==> src/rtl/operand_issue_stage.sv <==
// -----------------------------------------------------------------------------
// operand_issue_stage
//   Single decode-side pipeline slot between fetch and execute. Reads the
//   register file combinationally from the held source addresses, resolves
//   each source through priority forwarding (producer 0 = youngest wins), and
//   tracks outstanding long-latency writers in a 32-entry busy scoreboard.
//   Operands appear the same cycle the slot is valid and hazard-free.
//
// Ports
//   clk, reset            clock, asynchronous active-high reset
//   flush                 drop the slot contents on the next edge
//   in_valid/in_allowin   upstream handshake
//   in_payload/in_raddr/in_rneed/in_dest/in_long   instruction fields
//   rf_raddr/rf_rdata     register-file read port (address = held raddr)
//   fwd_we/fwd_waddr/fwd_wdata/fwd_rdy             downstream producers
//   lw_done/lw_waddr      long-latency writeback completion
//   out_valid/out_allowin downstream handshake
//   out_payload/out_dest/out_long/out_rdata        held fields, operands
//   stall_cnt             saturating count of stalled cycles
// -----------------------------------------------------------------------------
module operand_issue_stage #(
    parameter int XLEN        = 32,
    parameter int NUM_RD      = 2,
    parameter int NUM_FWD     = 3,
    parameter int PAYLOAD_W   = 64,
    parameter int STALL_CNT_W = 16
) (
    input  logic                     clk,
    input  logic                     reset,
    input  logic                     flush,
    input  logic                     in_valid,
    output logic                     in_allowin,
    input  logic [PAYLOAD_W-1:0]     in_payload,
    input  logic [5*NUM_RD-1:0]      in_raddr,
    input  logic [NUM_RD-1:0]        in_rneed,
    input  logic [4:0]               in_dest,
    input  logic                     in_long,
    output logic [5*NUM_RD-1:0]      rf_raddr,
    input  logic [XLEN*NUM_RD-1:0]   rf_rdata,
    input  logic [NUM_FWD-1:0]       fwd_we,
    input  logic [5*NUM_FWD-1:0]     fwd_waddr,
    input  logic [XLEN*NUM_FWD-1:0]  fwd_wdata,
    input  logic [NUM_FWD-1:0]       fwd_rdy,
    input  logic                     lw_done,
    input  logic [4:0]               lw_waddr,
    output logic                     out_valid,
    input  logic                     out_allowin,
    output logic [PAYLOAD_W-1:0]     out_payload,
    output logic [4:0]               out_dest,
    output logic                     out_long,
    output logic [XLEN*NUM_RD-1:0]   out_rdata,
    output logic [STALL_CNT_W-1:0]   stall_cnt
);

    logic                    valid_q,     valid_d;
    logic [PAYLOAD_W-1:0]    payload_q,   payload_d;
    logic [5*NUM_RD-1:0]     raddr_q,     raddr_d;
    logic [NUM_RD-1:0]       rneed_q,     rneed_d;
    logic [4:0]              dest_q,      dest_d;
    logic                    long_q,      long_d;
    logic [31:0]             busy_q,      busy_d;
    logic [STALL_CNT_W-1:0]  stall_cnt_q, stall_cnt_d;

    logic [NUM_RD-1:0]       port_stall;
    logic [XLEN*NUM_RD-1:0]  rdata_res;
    logic                    ready_go;
    logic                    handoff;

    // Operand resolution. The producer loop runs oldest to youngest so the
    // lowest-index match is the last assignment and therefore wins.
    always_comb begin : p_resolve
        logic [4:0]      src;
        logic            hit;
        logic            hit_rdy;
        logic [XLEN-1:0] data;
        port_stall = '0;
        rdata_res  = '0;
        src        = '0;
        hit        = 1'b0;
        hit_rdy    = 1'b1;
        data       = '0;
        for (int i = 0; i < NUM_RD; i++) begin
            src     = raddr_q[5*i +: 5];
            hit     = 1'b0;
            hit_rdy = 1'b1;
            data    = rf_rdata[XLEN*i +: XLEN];
            for (int j = NUM_FWD - 1; j >= 0; j--) begin
                if (fwd_we[j] && (fwd_waddr[5*j +: 5] == src)) begin
                    hit     = 1'b1;
                    hit_rdy = fwd_rdy[j];
                    data    = fwd_wdata[XLEN*j +: XLEN];
                end
            end
            if (src == 5'd0) begin
                data = '0;
            end else if (rneed_q[i]) begin
                if (hit) begin
                    port_stall[i] = !hit_rdy;
                end else begin
                    // A writeback completing this cycle lands in rf_rdata,
                    // so the busy bit no longer blocks.
                    port_stall[i] = busy_q[src] && !(lw_done && (lw_waddr == src));
                end
            end
            rdata_res[XLEN*i +: XLEN] = data;
        end
    end

    assign ready_go    = ~|port_stall;
    assign out_valid   = valid_q & ready_go;
    assign in_allowin  = !valid_q | (ready_go & out_allowin);
    assign handoff     = out_valid & out_allowin;

    assign rf_raddr    = raddr_q;
    assign out_payload = payload_q;
    assign out_dest    = dest_q;
    assign out_long    = long_q;
    assign out_rdata   = rdata_res;
    assign stall_cnt   = stall_cnt_q;

    always_comb begin : p_next
        valid_d     = valid_q;
        payload_d   = payload_q;
        raddr_d     = raddr_q;
        rneed_d     = rneed_q;
        dest_d      = dest_q;
        long_d      = long_q;
        busy_d      = busy_q;
        stall_cnt_d = stall_cnt_q;

        if (flush) begin
            valid_d = 1'b0;
        end else if (in_allowin) begin
            valid_d = in_valid;
            if (in_valid) begin
                payload_d = in_payload;
                raddr_d   = in_raddr;
                rneed_d   = in_rneed;
                dest_d    = in_dest;
                long_d    = in_long;
            end
        end

        // Clear first so a same-cycle set on the same register wins.
        if (lw_done) begin
            busy_d[lw_waddr] = 1'b0;
        end
        if (handoff && long_q && (dest_q != 5'd0)) begin
            busy_d[dest_q] = 1'b1;
        end
        busy_d[0] = 1'b0;

        if (valid_q && !ready_go && !(&stall_cnt_q)) begin
            stall_cnt_d = stall_cnt_q + STALL_CNT_W'(1);
        end
    end

    always_ff @(posedge clk or posedge reset) begin
        if (reset) begin
            valid_q     <= 1'b0;
            payload_q   <= '0;
            raddr_q     <= '0;
            rneed_q     <= '0;
            dest_q      <= '0;
            long_q      <= 1'b0;
            busy_q      <= '0;
            stall_cnt_q <= '0;
        end else begin
            valid_q     <= valid_d;
            payload_q   <= payload_d;
            raddr_q     <= raddr_d;
            rneed_q     <= rneed_d;
            dest_q      <= dest_d;
            long_q      <= long_d;
            busy_q      <= busy_d;
            stall_cnt_q <= stall_cnt_d;
        end
    end

endmodule

==> config.mk <==
export PLATFORM = sky130hd
export DESIGN_NAME = operand_issue_stage
export DESIGN_NICKNAME = d
export VERILOG_FILES = /design/src/rtl/operand_issue_stage.sv
export SDC_FILE = /design/constraint.sdc
export NUM_CORES = 1
export LEC_CHECK = 0
export BUFFER_PORTS_ARGS = -buffer_cell sky130_fd_sc_hd__buf_2
export CORE_AREA = 2 2 171 173
export CTS_BUF_LIST = sky130_fd_sc_hd__clkbuf_8
export CTS_CLUSTER_SIZE = 24
export DETAILED_ROUTE_END_ITERATION = 16
export DIE_AREA = 0 0 173 175
export HOLD_SLACK_MARGIN = 0.03
export PLACE_DENSITY = 0.58
export REMOVE_ABC_BUFFERS = 1
export SLEW_MARGIN = 20
export SYNTH_ARGS = -nofsm -noshare
export SYNTH_HDL_FRONTEND = slang
export SYNTH_SLANG_ARGS = --single-unit
==> constraint.sdc <==
create_clock -name clk -period 5.56 [get_ports clk]
set_clock_uncertainty 0.2 [all_clocks]
set_input_delay 0.834 -clock clk [delete_from_list [all_inputs] [get_ports clk]]
set_output_delay 0.834 -clock clk [all_outputs]
set_load 0.01 [all_outputs]
-- Word level (Yosys, flattened, before mapping)
Cells that the tools add are included.
- add/sub/neg operators: 1
- magnitude comparators: 6
- eq/ne operators: 8
- multiplexer cells: 38
- bitwise gates (word level): 8
- reductions and logical operators: 30
- operators with widths (operator ; count):
    $mux 32 ; 10
    $eq 5x5->1 ; 8
    $and 32x32->32 ; 1
    $not 32->32 ; 1
    $or 32x32->32 ; 1
    $lt 5x6->1 const B ; 4
    $mux 1 ; 24
    $add 16x1->16 const B ; 1
    $logic_and 1x1->1 ; 16
    $reduce_and 16->1 ; 1
    $bmux 1 s5 ; 2
    $demux 1 s5 ; 2
    $ge 5x1->1 const B ; 2
    $logic_not 5->1 ; 2
    $logic_not 1->1 ; 7
    $reduce_bool 5->1 ; 1
    $and 1x1->1 ; 3
    $reduce_and 3->1 ; 1
    $reduce_bool 2->1 ; 1
    $reduce_or 2->1 ; 1
    $not 1->1 ; 1
    $or 1x1->1 ; 1
- register bits: 130
- input port bits: 274
- output and inout port bits: 162

-- Depth between registers and ports, before layout
Gate-level depths: netlist of run 1.
- depth after elaboration: 16
- depth in mapped cells: 12

-- Least setup slack after synthesis of run 1
Ideal clock, no wire load.
- path kind: input to output
- from: in lw_waddr[3]
- to: out out_valid
- arrival: 2.782 ns
- slack: 1.744 ns
- stages: 10
- buffers on the path: 2
- cell sequence: clkbuf_1 xor2_1 nor4_2 a311oi_1 a2111oi_2 a221oi_2 nor2_2 nand2_2 buf_2 inv_1
- longest elaborated chain between the ends: 10
- elaborated cells on any way between the ends: 17
- ends and longest elaborated chain (what ; RTL line ; source):
    from (decl) ; 45 ; input logic [4:0] lw_waddr,
    $eq 5x5->1 ; 102 ; port_stall[i] = busy_q[src] && !(lw_done && (lw_waddr == src));
    $logic_and 1x1->1 ; 102 ;
    $logic_not 1->1 ; 102 ;
    $logic_and 1x1->1 ; 102 ;
    $mux 1 ; 97 ; if (hit) begin
    $mux 1 ; 96 ; end else if (rneed_q[i]) begin
    $mux 1 ; 94 ; if (src == 5'd0) begin
    $reduce_or 2->1 (*) ; 109 ; assign ready_go = ~|port_stall;
    $logic_not 1->1 (*) ; 109 ;
    $and 1x1->1 (*) ; 110 ; assign out_valid = valid_q & ready_go;
    to (decl) ; 46 ; output logic out_valid,
Mark *: on every way between the ends. The rest lies on a longest branch, timed or not.

-- Worst setup path after layout of run 1
- from: reg raddr_q[5], in the netlist rf_raddr[5]
- to: out out_valid
- longest elaborated chain between the ends: 12
- elaborated cells on any way between the ends: 26
- ends and longest elaborated chain (what ; RTL line ; source):
    from (decl) ; 57 ; logic [5*NUM_RD-1:0] raddr_q, raddr_d;
    from (signal assigned) ; 171 ; raddr_q <= raddr_d;
    $eq 5x5->1 ; 88 ; if (fwd_we[j] && (fwd_waddr[5*j +: 5] == src)) begin
    $logic_and 1x1->1 ; 88 ;
    $mux 1 (3 in series) ; 88 ;
    $logic_not 1->1 ; 98 ; port_stall[i] = !hit_rdy;
    $mux 1 ; 97 ;
    $mux 1 ; 96 ;
    $mux 1 (*) ; 94 ;
    $reduce_or 2->1 (*) ; 109 ;
    $logic_not 1->1 (*) ; 109 ;
    $and 1x1->1 (*) ; 110 ;
Mark *: on every way between the ends. The rest lies on a longest branch, timed or not. The select of a mux whose other input is x is not followed.

==> out/metrics.csv, run 1 <==
stage,metric,value,unit
status,outcome,"complete, no violations",
sta,Slew Limit Headroom,36.7,%
layout,Sequential Area,3250,um^2
power_and_ir_drop,VDD IR-drop max,0.207,mV
worst_setup_path,CP Class,reg2out,
synthesis,Main synth FF type,dfrtp_1,
power_and_ir_drop,Pwr Density,294,nW/um^2
grt,vias in the first global route,8884,
placed_design,GPL Wtd Cong,0.941,
synthesis,"FF+latch count, synth",130,
detailed_routing,final antenna-violating net count,0,
synthesis,Adder-Cell Fraction of Synth Area,0.138,%
synthesis,combinational family with the most area after synthesis,multiplexers,
worst_setup_path,reg2reg end,out_payload[25]$_DFFE_PP0P_,
worst_setup_path,Worst EP arrival,4.02,ns
die,IO Pins,436,
worst_setup_path,"delay-heaviest family, CP",simple AND/OR/NAND/NOR gates,
detailed_routing,drt first-iter violations,398,
power_and_ir_drop,leak pwr,5.73,nW
sta,Final Critical Period,5.05,ns
sta,final hold viol count,0,
detailed_routing,Residual DRC,0,
clocking,Num CTS Buffers,17,
worst_setup_path,worst path required time,4.53,ns
die,Core ar.,28400,um^2
worst_setup_path,Critical Path End Type,output pin,
worst_setup_path,critical path's slowest cell,dfrtp_1,
sta,Post-Route Setup TNS,0,ns
placed_design,dpl cells,1653,
layout,layout cells sized above 1,46.2,%
placed_design,cell area after placement,11400,um^2
detailed_routing,vias,8831,
layout,"most common cell after layout, fill and taps aside",buf_2,
die,die width,173,um
clocking,Sink Count,130,
sta,unrepaired setup endpoints after global routing,no,
sta,worst slew pin tran,0.948,ns
placed_design,Detail Placement HPWL,26200,um
worst_setup_path,Startpoint Class,flop,
detailed_routing,drt total wl,33900,um
synthesis,syn avg cell area,10.2,um^2
worst_setup_path,crit path max fanout,17,
clocking,Setup Buffers After CTS,0,
layout,Post-Layout Cell Count,1694,
worst_setup_path,CP cell instances,"mux4_2, nor3b_2, a311oi_1, a2111oi_2, a221oi_2, nor2_2, nand2_2, inv_1, buf_2",
die,Starting Density,31.9,%
sta,Setup Viol. Count Final,0,
placed_design,I/O Buffers,435,
synthesis,Post-Synth XOR/XNOR Area,5.32,%
power_and_ir_drop,total power,3.49,mW
sta,Worst Hold Slack,0.120,ns
die,Die ar.,30300,um^2
layout,"commonest cells after routing, fill and taps aside","435 x buf_2, 138 x nor2_1, 130 x dfrtp_1",
synthesis,Cells after Synth,891,
grt,global route total overflow,0,
detailed_routing,via/cell ratio,5.21,
sta,fin worst setup slack,0.506,ns
clocking,cts hold-fix bufs,0,
grt,first-pass GRT wire length,52400,um
synthesis,Post-Synthesis Cell Area,9050,um^2
worst_setup_path,buffers and inverters on the worst path,2,
sta,final worst path period share,90.9,%
layout,Layout Nets,1563,
clocking,Resized Gates After CTS,0,
synthesis,YS warnings,0,
layout,Synth-to-Final Area Change,31.0,%
layout,area of the multi-input gates,5360,um^2
run,Max Cap Viol,0,
layout,design area,11900,um^2
sta,FMAX,198,MHz
clocking,worst skew pair latency,0.46,ns
worst_setup_path,FF-to-FF path depth,9,
placed_design,Setup WS pre-CTS,0.890,ns
worst_setup_path,R2R setup slack,1.27,ns
worst_setup_path,biggest cell delay along the critical path,0.92,ns
clocking,CTS tree,yes,
clocking,root buffer cell,clkbuf_8,
hold_path,worst min-delay path class,in2async,
synthesis,share of the yosys chip area belonging to registers,36.0,%
clocking,clock slew at reported path FFs,0.08,ns
clocking,Max Buffers Root-to-Sink,2,
synthesis,"EDFF count, synth",0,
clocking,H-tree lvl count,4,
grt,Total GRT Usage,22.2,%
synthesis,post-synthesis mux area share,25.1,%
die,Die H,175,um
synthesis,compound-cell area share of the yosys netlist,15.1,%
die,num rows,62,
synthesis,Netlist cell types,57,
layout,fillers,2922,
detailed_routing,DR pass1 iterations,5,
grt,largest net degree at the start of global routing,109,
worst_setup_path,FF-to-FF Start,rf_raddr[5]$_DFFE_PP0P_,
grt,initial antenna violation count,16,
layout,post-layout util,41.8,%
synthesis,share of flip-flops with an asynchronous set or reset,100,%
sta,final count of pins violating max slew,0,
synthesis,simple-gate share of the synthesized area,13.1,%
detailed_routing,per-cell routed wire length,20.0,um
## routing by layer
metal | global-route usage, % | wire length [um] | vias to the layer above
met3 | 5.68 | 2510 | 65
met5 | 0 | 13 | -
li1 | - | - | 4080
met4 | 9.92 | 1300 | 2
met1 | 27.0 | 13700 | 4239
met2 | 37.0 | 16500 | 445
## synthesized netlist by cell type, types with 7 or more instances
cell type,count,area [um^2]
a211oi_1,65,488
a21oi_1,65,325
buf_1,9,33.8
buf_12,8,160
buf_2,11,55.1
clkbuf_1,39,146
dfrtp_1,130,3250
inv_1,7,26.3
mux2_4,80,1200
mux2i_1,73,731
mux4_2,13,293
nand2_1,20,75.1
nand3_1,14,70.1
nand3b_1,10,75.1
nor2_1,139,522
nor3_1,9,45.0
nor4_1,9,56.3
o21ai_0,34,170
o31ai_1,16,120
o41ai_1,14,123
xnor2_1,14,123
xor2_1,41,359
## flip-flops by register name, indices dropped and copies added, names as in the netlist
register,count
rf_raddr,10
out_payload,64
stall_cnt,16
out_long,1
out_dest,5
busy_q,31
rneed_q,2
valid_q,1
## where the power goes
group	internal (mW)	total [mW]	switching, mW
Combinational	0.663	1.31	0.647
Sequential	1.13	1.38	0.241
Clock	0.379	0.804	0.425
Total	2.18	3.49	1.31
## worst max-delay path by stage
stage / from / slack (ns) / endpoint / depth (start not counted)
after global placement: rf_raddr[5]$_DFFE_PP0P_ / 0.94 / out_valid / 9
after global routing: rf_raddr[5]$_DFFE_PP0P_ / 0.01 / out_valid / 9
after detailed placement: rf_raddr[5]$_DFFE_PP0P_ / 0.89 / out_valid / 9
after CTS: rf_raddr[5]$_DFFE_PP0P_ / 0.36 / out_valid / 9
after floorplan: fwd_waddr[12] / -5.33 / out_payload[11]$_DFFE_PP0P_ / 8
final: rf_raddr[5]$_DFFE_PP0P_ / 0.51 / out_valid / 9
## logic make-up (layout without fill, tap and decap cells)
group,after synthesis,in the layout
AND/OR/NAND/NOR,247,247
AO/OA/AOI/OAI,208,208
multiplexers,170,170
flip-flops,130,130
buffers and inverters,80,490
XOR/XNOR,55,55
adder cells (fa/ha/maj),1,1
other,0,9
## worst reg2reg max path, stage by stage, from the launching register on
cell       delay, ns
dfrtp_1         0.92
mux4_2          0.62
nor3b_2         0.17
a311oi_1        0.08
a2111oi_2       0.41
a221oi_2        0.15
o31ai_4         0.38
nand3b_1        0.48
buf_4           0.42
mux2_4          0.33
## final cells by class
cell class              count  area share, %
diodes                      9          0.190
clock buffers              18           2.09
clock inverters            14           1.18
inverters                   7          0.243
multi-input cells         681           45.2
flip-flops and latches    130           27.4
well taps                 384           4.05
repair buffers            451           19.6
No activity file was read; power rests on OpenSTA's default activity.
==> inputs of run 2 (changes only) <==
REMOVE_ABC_BUFFERS = unset   (was 1)
==> out/metrics.csv, run 2 (synthesis gave the netlist of run 1 again) <==
stage,metric,value,unit,change
status,outcome,"complete, no violations",,
detailed_routing,final antenna-violating net count,0,,unchanged
clocking,root buffer cell,clkbuf_8,,
worst_setup_path,Critical Path End Type,output pin,,
detailed_routing,drt first-iter violations,529,,+33%
clocking,clock slew at reported path FFs,0.08,ns,about the same
worst_setup_path,CP Class,reg2out,,
worst_setup_path,critical path's slowest cell,dfrtp_1,,
sta,FMAX,202,MHz,+2.2%
synthesis,post-synth net total,1166,,
detailed_routing,Residual DRC,0,,unchanged
layout,max reg flops,64,,unchanged
clocking,cts hold-fix bufs,0,,unchanged
clocking,CTS tree,yes,,
layout,Post-Layout Cell Count,1689,,-0.30%
placed_design,GPL Wtd Cong,0.916,,-2.7%
worst_setup_path,buffers and inverters on the worst path,2,,unchanged
worst_setup_path,crit path max fanout,17,,unchanged
die,die width,173,um,unchanged
clocking,worst skew pair latency,0.46,ns,about the same
layout,"most common cell after layout, fill and taps aside",buf_2,,
sta,fin worst setup slack,0.617,ns,+0.111 ns
clocking,Num CTS Buffers,17,,unchanged
sta,worst slew pin tran,0.918,ns,-0.0300 ns
sta,final hold viol count,0,,unchanged
power_and_ir_drop,leak pwr,5.74,nW,+0.26%
worst_setup_path,"delay-heaviest family, CP",simple AND/OR/NAND/NOR gates,,
grt,Total GRT Usage,21.2,%,-1.0 points
layout,Sequential Area,3250,um^2,unchanged
power_and_ir_drop,VDD IR-drop max,0.260,mV,+26%
detailed_routing,via/cell ratio,5.13,,-1.5%
clocking,Setup Buffers After CTS,0,,unchanged
die,Die H,175,um,unchanged
hold_path,worst min-delay path class,in2async,,
clocking,Resized Gates After CTS,0,,unchanged
layout,layout cells sized above 1,46.2,%,unchanged
sta,Setup Viol. Count Final,0,,unchanged
layout,fillers,2919,,-0.10%
layout,Layout Nets,1563,,unchanged
layout,"commonest cells after routing, fill and taps aside","435 x buf_2, 138 x nor2_1, 130 x dfrtp_1",,
die,Starting Density,31.9,%,unchanged
grt,vias in the first global route,8656,,-2.6%
worst_setup_path,worst path required time,4.53,ns,about the same
placed_design,I/O Buffers,435,,unchanged
detailed_routing,vias,8671,,-1.8%
grt,largest net degree at the start of global routing,83,,-24%
detailed_routing,per-cell routed wire length,19.6,um,-2.4%
sta,Slew Limit Headroom,38.6,%,+1.9 points
layout,Synth-to-Final Area Change,31.1,%,about the same
sta,unrepaired setup endpoints after global routing,no,,
detailed_routing,drt total wl,33000,um,-2.7%
clocking,Max Buffers Root-to-Sink,2,,unchanged
sta,Worst Hold Slack,0.237,ns,+0.117 ns
worst_setup_path,Worst EP arrival,3.91,ns,-0.11 ns
sta,final worst path period share,88.9,%,-2.0 points
detailed_routing,DR pass1 iterations,5,,unchanged
placed_design,Setup WS pre-CTS,1.06,ns,+0.168 ns
clocking,Sink Count,130,,unchanged
clocking,H-tree lvl count,4,,unchanged
worst_setup_path,R2R setup slack,1.37,ns,+0.10 ns
sta,Post-Route Setup TNS,0,ns,unchanged
grt,initial antenna violation count,10,,-6
sta,Final Critical Period,4.94,ns,-0.111 ns
layout,area of the multi-input gates,5360,um^2,about the same
worst_setup_path,CP cell instances,"xor2_1, nor4_1, and3_2, nand2_1, a221oi_2, nor2_2, nand2_2, inv_1, buf_2",,
die,num rows,62,,unchanged
worst_setup_path,Startpoint Class,flop,,
worst_setup_path,biggest cell delay along the critical path,0.93,ns,about the same
sta,final count of pins violating max slew,0,,unchanged
grt,global route total overflow,0,,unchanged
die,Die ar.,30300,um^2,unchanged
die,IO Pins,436,,unchanged
run,Max Cap Viol,0,,unchanged
grt,first-pass GRT wire length,50100,um,-4.3%
placed_design,Detail Placement HPWL,25200,um,-3.6%
placed_design,dpl cells,1653,,unchanged
die,Core ar.,28400,um^2,unchanged
power_and_ir_drop,Pwr Density,300,nW/um^2,+2.1%
-- run 2: layout make-up --
type	instances	area share, %
inverters	7	0.243
clock inverters	14	1.49
well taps	384	4.05
flip-flops and latches	130	27.4
repair buffers	451	19.5
diodes	4	0.0844
multi-input cells	681	45.2
clock buffers	18	2.09
-- run 2: metal layers --
layer | track usage (%) | share of wire (%) | up-vias
met5 | 0 | 0.22 | -
met4 | 7.52 | 1.8 | 12
met3 | 5.77 | 7.7 | 52
met2 | 36.7 | 50 | 402
met1 | 25.2 | 40 | 4126
li1 | - | - | 4079
-- run 2: power breakdown --
group	leakage (nW)	switching [mW]	internal, mW
logic	3.91	0.660	0.663
clock network	0.217	0.409	0.463
registers	1.61	0.234	1.13
-- run 2: worst paths after layout --
| check | start | endpoint | cells after the start |
|---|---|---|---|
| worst max-delay path | rf_raddr[6]$_DFFE_PP0P_ | out_valid | 9 |
| worst min-delay path | reset | out_payload[39]$_DFFE_PP0P_ | 2 |
| worst max register to register | rf_raddr[6]$_DFFE_PP0P_ | out_payload[12]$_DFFE_PP0P_ | 9 |
| worst min register to register | stall_cnt[7]$_DFFE_PP0P_ | stall_cnt[7]$_DFFE_PP0P_ | 1 |
| max in group asynchronous | reset | stall_cnt[8]$_DFFE_PP0P_ | 3 |
| min in group clk | stall_cnt[7]$_DFFE_PP0P_ | stall_cnt[7]$_DFFE_PP0P_ | 1 |
-- run 2: metrics by stage --
stage          instance area, um^2  power, mW  util (%)
4_1_cts                      11900       3.59      41.8
3_3_place_gp                 11400       2.70      40.3
6_report                     11900       3.56      41.8
3_5_place_dp                 11400       2.70      40.3
5_1_grt                      11900       3.77      41.8
2_1_floorplan                 9050       2.18         -
